==> config.mk <==
export PLATFORM = sky130hd
export DESIGN_NAME = dino_key_mapper
export DESIGN_NICKNAME = d
export VERILOG_FILES = /design/src/rtl/dino_kbd_pkg.sv /design/src/rtl/dino_key_edge.sv /design/src/rtl/dino_key_mapper.sv
export SDC_FILE = /design/constraint.sdc
export NUM_CORES = 1
export LEC_CHECK = 0
export BUFFER_PORTS_ARGS = -buffer_cell sky130_fd_sc_hd__buf_2
export CAP_MARGIN = 20
export CORE_AREA = 2 2 50 52
export DETAILED_ROUTE_END_ITERATION = 12
export DIE_AREA = 0 0 52 54
export PLACE_DENSITY_LB_ADDON = 0.2
export SLEW_MARGIN = 20
export SYNTH_ARGS = -nofsm -noshare
export SYNTH_HDL_FRONTEND = slang
export SYNTH_SLANG_ARGS = --single-unit
==> constraint.sdc <==
create_clock -name clk -period 3.2 [get_ports clk]
set_input_delay 0.48 -clock clk [delete_from_list [all_inputs] [get_ports clk]]
set_output_delay 0.48 -clock clk [all_outputs]
set_load 0.01 [all_outputs]
==> src/rtl/dino_kbd_pkg.sv <==
// Scan-code constants, prefix FSM encoding and held-key bit positions shared by the key mapper.
package dino_kbd_pkg;

  localparam logic [7:0] SC_E0    = 8'hE0;
  localparam logic [7:0] SC_F0    = 8'hF0;
  localparam logic [7:0] SC_SPACE = 8'h29;
  localparam logic [7:0] SC_UP    = 8'h75;
  localparam logic [7:0] SC_DOWN  = 8'h72;
  localparam logic [7:0] SC_ENTER = 8'h5A;
  localparam logic [7:0] SC_ESC   = 8'h76;
  localparam logic [7:0] SC_OVR0  = 8'h00;
  localparam logic [7:0] SC_OVRF  = 8'hFF;

  localparam logic [1:0] ST_IDLE     = 2'd0;
  localparam logic [1:0] ST_GOT_E0   = 2'd1;
  localparam logic [1:0] ST_GOT_F0   = 2'd2;
  localparam logic [1:0] ST_GOT_E0F0 = 2'd3;

  // keys_held bit order is {ENTER, DOWN, UP, SPACE}; ESC lives above it when pause is built in
  localparam int KEY_SPACE = 0;
  localparam int KEY_UP    = 1;
  localparam int KEY_DOWN  = 2;
  localparam int KEY_ENTER = 3;
  localparam int KEY_ESC   = 4;

  function automatic logic is_overrun(input logic [7:0] b);
    return (b == SC_OVR0) || (b == SC_OVRF);
  endfunction

endpackage

==> src/rtl/dino_key_edge.sv <==
// One held flag per game key: make sets, break clears, clr wins; rise pulses one cycle on a fresh make.
// Latency 1 cycle; no backpressure (strobes are consumed the cycle they arrive).
module dino_key_edge
  import dino_kbd_pkg::*;
(
  input  logic clk,
  input  logic resetN,
  input  logic i_make,
  input  logic i_brk,
  input  logic i_clr,
  output logic o_held,
  output logic o_rise
);

  logic r_held;
  logic r_rise;

  always_ff @(posedge clk) begin
    if (!resetN) begin
      r_held <= 1'b0;
      r_rise <= 1'b0;
    end else begin
      // typematic repeats arrive as makes while already held and must not pulse
      r_rise <= i_make & ~r_held & ~i_clr;
      if (i_clr)
        r_held <= 1'b0;
      else if (i_make)
        r_held <= 1'b1;
      else if (i_brk)
        r_held <= 1'b0;
    end
  end

  assign o_held = r_held;
  assign o_rise = r_rise;

endmodule

==> src/rtl/dino_key_mapper.sv <==
// PS/2 scan bytes -> game controls: E0/F0 prefix FSM with timeout, held flags, one pulse per press.
// Latency 1 cycle after byte_valid; no backpressure, every strobe is consumed (frame_err drops the byte).
// DINO_ESC_PAUSE_EN: ESC makes toggle pause; otherwise pause is tied low.
module dino_key_mapper
  import dino_kbd_pkg::*;
#(
  parameter int PREFIX_TIMEOUT = 50000,
  parameter int TIMER_W        = 16
) (
  input  logic       clk,
  input  logic       resetN,
  input  logic       byte_valid,
  input  logic [7:0] byte_data,
  input  logic       frame_err,
  output logic       jump_pulse,
  output logic       duck,
  output logic       start_pulse,
  output logic [3:0] keys_held,
  output logic       pause
);

  localparam logic [TIMER_W-1:0] TIMER_LAST = TIMER_W'(PREFIX_TIMEOUT - 1);

  logic [1:0]         r_state;
  logic [1:0]         w_state_nxt;
  logic [TIMER_W-1:0] r_timer;
  logic [TIMER_W-1:0] w_timer_nxt;
  logic               w_is_e0;
  logic               w_is_f0;
  logic               w_clr;
  logic               w_make;
  logic               w_brk;
  logic               w_ext;
  logic               w_sc_space;
  logic               w_sc_up;
  logic               w_sc_down;
  logic               w_sc_enter;
  logic [3:0]         w_held;
  logic               w_rise_space;
  logic               w_rise_up;
  logic               w_rise_down;
  logic               w_rise_enter;

  assign w_is_e0 = (byte_data == SC_E0);
  assign w_is_f0 = (byte_data == SC_F0);
  assign w_clr   = byte_valid & ~frame_err & is_overrun(byte_data);

  always_comb begin
    w_state_nxt = r_state;
    w_timer_nxt = r_timer;
    w_make      = 1'b0;
    w_brk       = 1'b0;
    w_ext       = 1'b0;
    if (frame_err) begin
      w_state_nxt = ST_IDLE;
      w_timer_nxt = '0;
    end else if (byte_valid) begin
      w_timer_nxt = '0;
      if (is_overrun(byte_data)) begin
        w_state_nxt = ST_IDLE;
      end else begin
        case (r_state)
          ST_IDLE: begin
            if (w_is_e0)
              w_state_nxt = ST_GOT_E0;
            else if (w_is_f0)
              w_state_nxt = ST_GOT_F0;
            else
              w_make = 1'b1;
          end
          ST_GOT_E0: begin
            if (w_is_f0) begin
              w_state_nxt = ST_GOT_E0F0;
            end else if (!w_is_e0) begin
              w_state_nxt = ST_IDLE;
              w_make      = 1'b1;
              w_ext       = 1'b1;
            end
          end
          ST_GOT_F0: begin
            // a prefix after F0 is a protocol error: drop back without touching keys
            w_state_nxt = ST_IDLE;
            w_brk       = ~(w_is_e0 | w_is_f0);
          end
          default: begin
            w_state_nxt = ST_IDLE;
            w_brk       = ~(w_is_e0 | w_is_f0);
            w_ext       = 1'b1;
          end
        endcase
      end
    end else if (r_state != ST_IDLE) begin
      if (r_timer == TIMER_LAST) begin
        w_state_nxt = ST_IDLE;
        w_timer_nxt = '0;
      end else begin
        w_timer_nxt = r_timer + TIMER_W'(1);
      end
    end
  end

  always_ff @(posedge clk) begin
    if (!resetN) begin
      r_state <= ST_IDLE;
      r_timer <= '0;
    end else begin
      r_state <= w_state_nxt;
      r_timer <= w_timer_nxt;
    end
  end

  assign w_sc_space = ~w_ext & (byte_data == SC_SPACE);
  assign w_sc_up    =  w_ext & (byte_data == SC_UP);
  assign w_sc_down  =  w_ext & (byte_data == SC_DOWN);
  assign w_sc_enter = ~w_ext & (byte_data == SC_ENTER);

  dino_key_edge u_space (
    .clk(clk), .resetN(resetN),
    .i_make(w_make & w_sc_space), .i_brk(w_brk & w_sc_space), .i_clr(w_clr),
    .o_held(w_held[KEY_SPACE]), .o_rise(w_rise_space)
  );

  dino_key_edge u_up (
    .clk(clk), .resetN(resetN),
    .i_make(w_make & w_sc_up), .i_brk(w_brk & w_sc_up), .i_clr(w_clr),
    .o_held(w_held[KEY_UP]), .o_rise(w_rise_up)
  );

  dino_key_edge u_down (
    .clk(clk), .resetN(resetN),
    .i_make(w_make & w_sc_down), .i_brk(w_brk & w_sc_down), .i_clr(w_clr),
    .o_held(w_held[KEY_DOWN]), .o_rise(w_rise_down)
  );

  dino_key_edge u_enter (
    .clk(clk), .resetN(resetN),
    .i_make(w_make & w_sc_enter), .i_brk(w_brk & w_sc_enter), .i_clr(w_clr),
    .o_held(w_held[KEY_ENTER]), .o_rise(w_rise_enter)
  );

  // only one key can be decoded per byte, so the two jump sources never overlap
  assign jump_pulse  = w_rise_space | w_rise_up;
  assign start_pulse = w_rise_enter;
  assign duck        = w_held[KEY_DOWN];
  assign keys_held   = w_held;

  logic w_unused_down_rise;
  assign w_unused_down_rise = w_rise_down;

`ifdef DINO_ESC_PAUSE_EN
  logic w_sc_esc;
  logic w_held_esc;
  logic w_rise_esc;
  logic r_pause;

  assign w_sc_esc = ~w_ext & (byte_data == SC_ESC);

  dino_key_edge u_esc (
    .clk(clk), .resetN(resetN),
    .i_make(w_make & w_sc_esc), .i_brk(w_brk & w_sc_esc), .i_clr(w_clr),
    .o_held(w_held_esc), .o_rise(w_rise_esc)
  );

  // r_pause lags by the rise pulse; folding the pulse back in gives pause the same 1-cycle latency
  always_ff @(posedge clk) begin
    if (!resetN)
      r_pause <= 1'b0;
    else
      r_pause <= r_pause ^ w_rise_esc;
  end

  assign pause = r_pause ^ w_rise_esc;

  logic w_unused_esc_held;
  assign w_unused_esc_held = w_held_esc;
`else
  assign pause = 1'b0;
`endif

endmodule

==> results.toml, run 1 <==
[synthesis]
syn_inst = 155
synth_top_family_by_area = "simple AND/OR/NAND/NOR gates"
synth_edf_count = 0
ys_warn_count = 0
synthArstFlopShare = 0
synth_mux_area_frac = 0.0154
synthSimpleGateAreaFrac = 0.329
synth_compound_gate_area_share = 0.131
synth.ff_latch_count = 25
syn_area_um2 = 1300
avgSynthCellArea_um2 = 8.40
yosysUniqueCellTypes = 41
yosysSeqAreaShare = 0.384
syn-num-nets = 168
synth_ff_type = "dfxtp_1"
synth_fa_ha_area_frac = 0.00961
synth_xor_area_frac = 0.0740

[cells_and_area]
mostFrequentLayoutCell = "dfxtp_1"
syn_to_final_growth_pct = 7.78
multiInputGateArea_um2 = 731
final_nets = 183
fillers = 223
final_core_util = 0.605
regArea_um2 = 500
n_antenna_cell = 0
final_cell_mix = "25 x dfxtp_1, 18 x nor2_1, 18 x buf_2"
drive_gt1_frac = 0.160
design_area_um2 = 1400

[timing]
skew_ns = 0.00820
setup_violations = 0
max_slew.worst_pin.slew_ns = 0.691
final-hold-violation-count = 0
final_max_slew_viol_count = 0
rsz0062_at_grt = "false"
clock.fmax_mhz = 537
period_minus_slack_ns = 1.86
tns_ns = 0
period_share = 0.581
maxSlewHeadroom = 0.540

[die]
rows = 18
core_area_um2 = 2320
start_util = 0.561
ioPinCount = 20
dieArea_um2 = 2810
die_h_um = 54
die_w_um = 52

[pwr]
ir_worst_vdd_uv = 204
power.total_uw = 478
leakage_uw = 0.000450
p_per_area_nw_per_um2 = 340

[global_routing]
grt_max_degree = 18
grt_pass1_vias = 982
grt_first_pass_wirelength_um = 4270
antenna_found_initial = 0
grt_usage = 0.200
grt_overflow = 0

[detailed_routing]
avgRoutedWirePerCell_um = 13.3
drc = 0
drtIter0Drc = 34
ant_nets = 0
route.vias.total = 1178
detail_route.vias_per_cell = 5.92
wirelength_um = 2640
dr.pass1.iters = 4

[setup_path]
cp_max_fo = 17
slowest_delay_ns = 0.58
crit_chain = "o2111a_1, nand2_1, o21ai_2, o22ai_1"
cp.required_ns = 3.39
cp_slowest_cell = "o21ai_2"
worst-path-buf-inv = 0
cp_data_arrival_time_ns = 2.05
crit_type = "reg2reg"
crit_path_start_kind = "register"
path_delay_family = "compound AO/OA/AOI/OAI gates"
critPathCaptureType = "register"

[clock_network]
clockBufferDepth = 2
cts-buffers-inserted = 3
htreeDepth = 1
cts.clk_slew.worst_paths_ns = 0.14
cts_tree = "done"
clk_latency_ns = 0.31
cts_hold_buffers = 0
clkSinkCount = 25
post_cts_buffers = 0
ctsResizeCount = 0
cts_root_buf = "clkbuf_4"

[placed_design]
io_buffers = 18
place.gp.congestion = 0.878
dp_hpwl_um = 2020
placed_area_um2 = 1380

[min_path]
hold_path_class = "in2reg"

[job]
cap_violations = 0

[status]
status = "finished clean"
state kept, by name, summed over array words and instances, names as in the netlist:
register,flops
r_state,2
r_timer,16
u_down.o_held,1
u_enter.o_held,1
u_enter.o_rise,1
u_space.o_held,1
u_space.o_rise,1
u_up.o_held,1
u_up.o_rise,1
metal layers:
layer | GRT usage | wire length (um) | vias to the layer above
met5 | 0 | 0 | -
met4 | 0.0526 | 15 | 0
met3 | 0.0333 | 120 | 2
met2 | 0.312 | 1270 | 31
met1 | 0.284 | 1230 | 556
li1 | - | - | 589
Yosys cell counts (2+ instances only):
| cell type | n | share of area |
|---|---|---|
| inv_1 | 5 | 0.014 |
| or4_1 | 3 | 0.017 |
| xnor2_1 | 6 | 0.040 |
| a21oi_1 | 5 | 0.019 |
| nor3b_1 | 3 | 0.017 |
| nand2_1 | 10 | 0.029 |
| buf_2 | 3 | 0.012 |
| buf_4 | 5 | 0.029 |
| or3_1 | 5 | 0.024 |
| nand4_1 | 9 | 0.043 |
| nor2_1 | 18 | 0.052 |
| nor4b_1 | 2 | 0.013 |
| nand2b_1 | 3 | 0.014 |
| nor3_1 | 4 | 0.015 |
| o211ai_1 | 2 | 0.012 |
| nor2b_1 | 2 | 0.0096 |
| xor2_1 | 5 | 0.034 |
| o21ai_0 | 6 | 0.023 |
| mux2i_1 | 2 | 0.015 |
| o22ai_1 | 2 | 0.0096 |
| nand3_1 | 6 | 0.023 |
| or2_2 | 2 | 0.0096 |
| nor4_1 | 5 | 0.024 |
| dfxtp_1 | 25 | 0.38 |
where the power goes:
part	total (uW)	switching [uW]	internal, uW
combinational	28.2	17.7	10.6
clock	138	89.6	48.6
sequential	311	0.0762	311
cell type report:
type	count	share of cell area
Clock buffer	4	0.0187
Inverter	5	0.0134
Multi-Input combinational cell	117	0.520
Sequential cell	25	0.357
Tap cell	30	0.0267
Timing Repair Buffer	18	0.0642
final timing paths:
check	startpoint	endpoint	slack (ns)	depth (start not counted)
max reg2reg	r_state[0]	r_state[1]	1.34	4
min	byte_data[4]	r_state[1]	0.45	3
min reg2reg	u_enter.o_held	u_enter.o_rise	0.46	1
max	r_state[0]	r_state[1]	1.34	4
cells by family (layout without fill, tap and decap cells):
group	after synthesis	count (layout)
XOR/XNOR	11	11
AO/OA/AOI/OAI	25	25
adder cells (fa/ha/maj)	1	1
AND/OR/NAND/NOR	77	77
other	1	1
flip-flops	25	25
multiplexers	2	2
buffers and inverters	13	27
stage by stage:
step	std cells	setup WS, ns	hold slack [ns]
6_report	199	1.34	0.450
5_1_grt	199	1.18	0.441
3_5_place_dp	195	1.31	0.437
3_3_place_gp	195	1.35	0.442
2_1_floorplan	155	1.55	0.422
4_1_cts	199	1.33	0.445
worst register-to-register path, cell delays in order, from the launching register on:
cell and delay, ns:
dfxtp_1 0.57, o2111a_1 0.36, nand2_1 0.09, o21ai_2 0.58
o22ai_1 0.14
Power figures use the tool's default switching activity.
==> run 2: changes to the inputs <==
--- a/config.mk
+++ b/config.mk
@@ -7,9 +7,9 @@
 export LEC_CHECK = 0
 export BUFFER_PORTS_ARGS = -buffer_cell sky130_fd_sc_hd__buf_2
 export CAP_MARGIN = 20
-export CORE_AREA = 2 2 50 52
+export CORE_AREA = 2 2 55 57
 export DETAILED_ROUTE_END_ITERATION = 12
-export DIE_AREA = 0 0 52 54
+export DIE_AREA = 0 0 57 59
 export PLACE_DENSITY_LB_ADDON = 0.2
 export SLEW_MARGIN = 20
 export SYNTH_ARGS = -nofsm -noshare
==> constraint.sdc (replaced) <==
create_clock -name clk -period 1.7 [get_ports clk]
set_input_delay 0.255 -clock clk [delete_from_list [all_inputs] [get_ports clk]]
set_output_delay 0.255 -clock clk [all_outputs]
set_load 0.01 [all_outputs]
==> run 2 against run 1 <==
  * Non-clock buffer count rose by 17
  * Sequential power increased by 88%
  * Final cell count rose by 9.0%
  * Via count up 6.5%
  * Final area rose by 9.4%
  * Die area increased by 20%
  * Clock skew fell by 0.0043 ns
  * Maximum frequency is 18% higher
  * Combinational power rose by 100%
  * First-iteration DRC count is 29% higher
  * Global-route usage down 2.1 points
  * Hold slack lost 0.22 ns
  * Critical path type unchanged
  * Largest cell class unchanged
==> results.toml, run 2 (synthesis gave the netlist of run 1 again) <==
[status]
status = "finished clean"

[min_path]
hold_start = "resetN"
worstHoldEndpoint = "u_space.o_held"
hold_depth = 3
hold_path_class = "in2reg"

[die]
dieArea_um2 = 3360
ioPinCount = 20
rows = 19
die_h_um = 59
start_util = 0.481
core_area_um2 = 2710
die_w_um = 57

[cells_and_area]
largest_reg_flops = 16
fillers = 266
n_antenna_cell = 0
fin_cells = 217
design_area_um2 = 1540
mostFrequentLayoutCell = "dfxtp_1"
final_nets = 200
top_register = "r_timer"
final_core_util = 0.566
syn_to_final_growth_pct = 17.9
drive_gt1_frac = 0.247
top_regs = "r_timer: 16 flops, r_state: 2 flops"
final_cell_mix = "23 x dfxtp_1, 18 x nor2_1, 18 x buf_2"

[detailed_routing]
ant_nets = 0
route.vias.total = 1254
drc = 0
dr.pass1.iters = 4
wirelength_um = 2890
avgRoutedWirePerCell_um = 13.3
detail_route.vias_per_cell = 5.78
drtIter0Drc = 44

[pwr]
p_per_area_nw_per_um2 = 588
ir_worst_vdd_uv = 354
leakage_uw = 0.000535

[timing]
final-hold-violation-count = 0
tns_ns = 0
setup_violations = 0
final_max_slew_viol_count = 0
rsz0062_at_grt = "false"
clock.fmax_mhz = 634
period_share = 0.928
period_minus_slack_ns = 1.58
skew_ns = 0.00393
postLayoutSetupSlackWorst_ns = 0.122

[global_routing]
grt_usage = 0.178
grt_max_degree = 14
grt_pass1_vias = 1070
antenna_found_initial = 0
grt_first_pass_wirelength_um = 4760
grt_overflow = 0

[clock_network]
cts_tree = "done"
htreeDepth = 1
cts-buffers-inserted = 3
clockBufferDepth = 2
clkSinkCount = 25
clk_latency_ns = 0.31
cts_root_buf = "clkbuf_4"
cts.clk_slew.worst_paths_ns = 0.13
post_cts_buffers = 0

[setup_path]
reg2reg_depth = 4
crit_type = "reg2reg"
cp.required_ns = 1.95
cp_max_fo = 5
rr_startpoint = "r_timer[3]"
cp_data_arrival_time_ns = 1.83
crit_path_start_kind = "register"
worstReg2RegEnd = "r_timer[15]"
reg2reg_setup_slack_ns = 0.12
critPathCaptureType = "register"

[placed_design]
place.gp.congestion = 0.832
placed_area_um2 = 1510
io_buffers = 18
place_ws_ns = 0.0562
dp_hpwl_um = 2280
place_inst = 213

[job]
cap_violations = 0
-- run 2: cell count changes in the layout (fill, tap and decap cells not counted) --
cell,change
dfxtp_1,-2
buf_4,+17
dfxtp_2,+2
-- run 2: per-layer routing --
layer | vias up | part of all wire | GRT usage
met3 | 2 | 0.057 | 0.0284
met4 | 0 | 0.0066 | 0.0399
met2 | 44 | 0.46 | 0.281
met1 | 587 | 0.48 | 0.259
met5 | - | 0 | 0
li1 | 621 | - | -
-- run 2: report_power, final --
group	switching, uW	total [uW]	internal [uW]	leakage, uW
Clock	169	260	91.5	0.0000150
Sequential	0.0751	586	586	0.000202
Combinational	33.8	56.3	22.5	0.000318
Total	202	902	700	0.000535
-- run 2: cell type report --
type | count | area (um^2) | area share
clock buffer | 4 | 26.3 | 0.0171
inverter | 5 | 18.8 | 0.0122
multi-input combinational | 117 | 731 | 0.476
tap | 31 | 38.8 | 0.0253
timing repair buffer | 35 | 218 | 0.142
sequential | 25 | 503 | 0.328
-- run 2: metrics by stage --
step | power (uW) | hold WS (ns)
2_1_floorplan | 625 | 0.394
3_3_place_gp | 652 | 0.431
3_5_place_dp | 654 | 0.438
4_1_cts | 915 | 0.217
5_1_grt | 950 | 0.229
6_report | 902 | 0.229
-- run 2: worst max-delay path, stage by stage (launching register included) --
cell	delay [ns]
dfxtp_2	0.38
o211ai_2	0.10
or3_1	0.42
or4_1	0.48
a21oi_1	0.15
-- run 2: repair_timing --
action | in CTS | in global routing
endpoints found under the setup margin | 0 | 1
hold buffers | 0 | 0
resized for setup | 0 | 2
-- run 2: how the worst max path moves through the flow --
stage	slack, ns	start	endpoint
2_1_floorplan	0.15	r_timer[2]	r_timer[15]
3_3_place_gp	0.09	byte_data[0]	u_up.o_held
3_5_place_dp	0.06	byte_data[0]	u_up.o_held
4_1_cts	0.06	r_timer[3]	r_timer[15]
5_1_grt	0.04	r_timer[9]	r_timer[15]
6_report	0.12	r_timer[3]	r_timer[15]
==> run 3: changes to the inputs <==
--- a/config.mk
+++ b/config.mk
@@ -11,6 +11,7 @@
 export DETAILED_ROUTE_END_ITERATION = 12
 export DIE_AREA = 0 0 57 59
 export PLACE_DENSITY_LB_ADDON = 0.2
+export RECOVER_POWER = 100
 export SLEW_MARGIN = 20
 export SYNTH_ARGS = -nofsm -noshare
 export SYNTH_HDL_FRONTEND = slang
==> run 3 against run 2 <==
  * Clock skew is essentially flat
  * Final area decreased by 0.98%
  * Maximum frequency is essentially flat
  * Global-route usage did not move
  * First-iteration DRC count decreased by 2.3%
  * Critical path depth did not move
  * Via count is 1.4% lower
  * Largest power group unchanged
==> results.toml, run 3 (synthesis gave the netlist of run 1 again) <==
[timing]
period_minus_slack_ns = 1.58
period_share = 0.929
final_max_slew_viol_count = 0
clock.fmax_mhz = 633
final-hold-violation-count = 0
setup_violations = 0
tns_ns = 0
rsz0062_at_grt = "false"
skew_ns = 0.00412

[die]
start_util = 0.481
dieArea_um2 = 3360
rows = 19
core_area_um2 = 2710
die_h_um = 59
die_w_um = 57
ioPinCount = 20

[cells_and_area]
design_area_um2 = 1520
drive_gt1_frac = 0.194
fin_cells = 217
multiInputGateArea_um2 = 727
final_cell_mix = "23 x dfxtp_1, 18 x nor2_1, 17 x buf_4"
mostFrequentLayoutCell = "dfxtp_1"
regArea_um2 = 503
top_register = "r_timer"
syn_to_final_growth_pct = 16.7
n_antenna_cell = 0
final_nets = 200
top_regs = "r_timer: 16 flops, r_state: 2 flops"
fillers = 273
largest_reg_flops = 16

[clock_network]
cts_root_buf = "clkbuf_4"
cts_tree = "done"
clkSinkCount = 25
cts_hold_buffers = 0
cts.clk_slew.worst_paths_ns = 0.13
post_cts_buffers = 0
htreeDepth = 1
cts-buffers-inserted = 3
clockBufferDepth = 2
clk_latency_ns = 0.31

[placed_design]
place_inst = 213
dp_hpwl_um = 2280
place.gp.congestion = 0.832
placed_area_um2 = 1510
io_buffers = 18

[setup_path]
crit_chain = "o211ai_2, or3_1, or4_1, a21oi_1"
cp_slowest_cell = "or4_1"
cp_data_arrival_time_ns = 1.83
cp_max_fo = 5
slowest_delay_ns = 0.48
cp.required_ns = 1.95
crit_type = "reg2reg"
crit_start = "r_timer[3]"
critPathCaptureType = "register"
crit_path_start_kind = "register"
rr_startpoint = "r_timer[3]"

[global_routing]
grt_pass1_vias = 1070
grt_max_degree = 14
grt_overflow = 0
antenna_found_initial = 0
grt_first_pass_wirelength_um = 4760
grt_usage = 0.178

[pwr]
power.total_uw = 900
p_per_area_nw_per_um2 = 592
ir_worst_vdd_uv = 350
leakage_uw = 0.000498

[min_path]
hold_start = "resetN"
hold_path_class = "in2reg"

[detailed_routing]
ant_nets = 0
drtIter0Drc = 43
detail_route.vias_per_cell = 5.70
route.vias.total = 1236
wirelength_um = 2900
dr.pass1.iters = 4
avgRoutedWirePerCell_um = 13.4
drc = 0

[job]
cap_violations = 0

[status]
status = "finished clean"
## run 3: cell types whose count changed in the layout (fill, tap and decap cells not counted), sizes merged
cell and change:
clkbuf +9, buf -9
## run 3: path summary, 6_finish.rpt
path,endpoint,slack [ns],cells past startpoint
max,r_timer[15],0.12,4
min,u_space.o_held,0.23,3
max reg2reg,r_timer[15],0.12,4
min reg2reg,u_up.o_rise,0.45,1
## run 3: stage by stage
stage	setup WS, ns	utilization	hold WS [ns]
after global routing	0.0195	0.561	0.228
after floorplan	0.151	-	0.394
after detailed placement	0.0562	0.556	0.438
final	0.121	0.561	0.228
after global placement	0.0946	0.556	0.431
after CTS	0.0644	0.566	0.217
## run 3: repair_timing
action | in CTS | in global routing
gates resized for setup | 0 | 2
hold endpoints to repair | 0 | 0
endpoints found under the setup margin | 0 | 1
## run 3: layer usage
metal / track usage / vias to the layer above / part of all wire
li1: - / 622 / -
met1: 0.259 / 578 / 0.49
met2: 0.281 / 34 / 0.45
met3: 0.0284 / 2 / 0.051
met4: 0.0399 / 0 / 0.0066
met5: 0 / - / 0
## run 3: critical path: cells and delay by family, from the launching register on
family	cells	cell delay [ns]
DFF	1	0.38
and+or+nand+nor	2	0.90
AOI/OAI and AO/OA	2	0.25
## run 3: area by class of cell
type                    count  area share
multi-input cells         117       0.478
flip-flops and latches     25       0.331
repair buffers             35       0.136
well taps                  31      0.0255
clock buffers               4      0.0173
inverters                   5      0.0123
## run 3: power breakdown
part / switching, uW / leakage, uW / internal [uW] / total, uW
combinational: 33.4 / 0.000281 / 21.4 / 54.8
clock: 168 / 0.0000150 / 91.5 / 260
sequential: 0.0789 / 0.000202 / 586 / 586
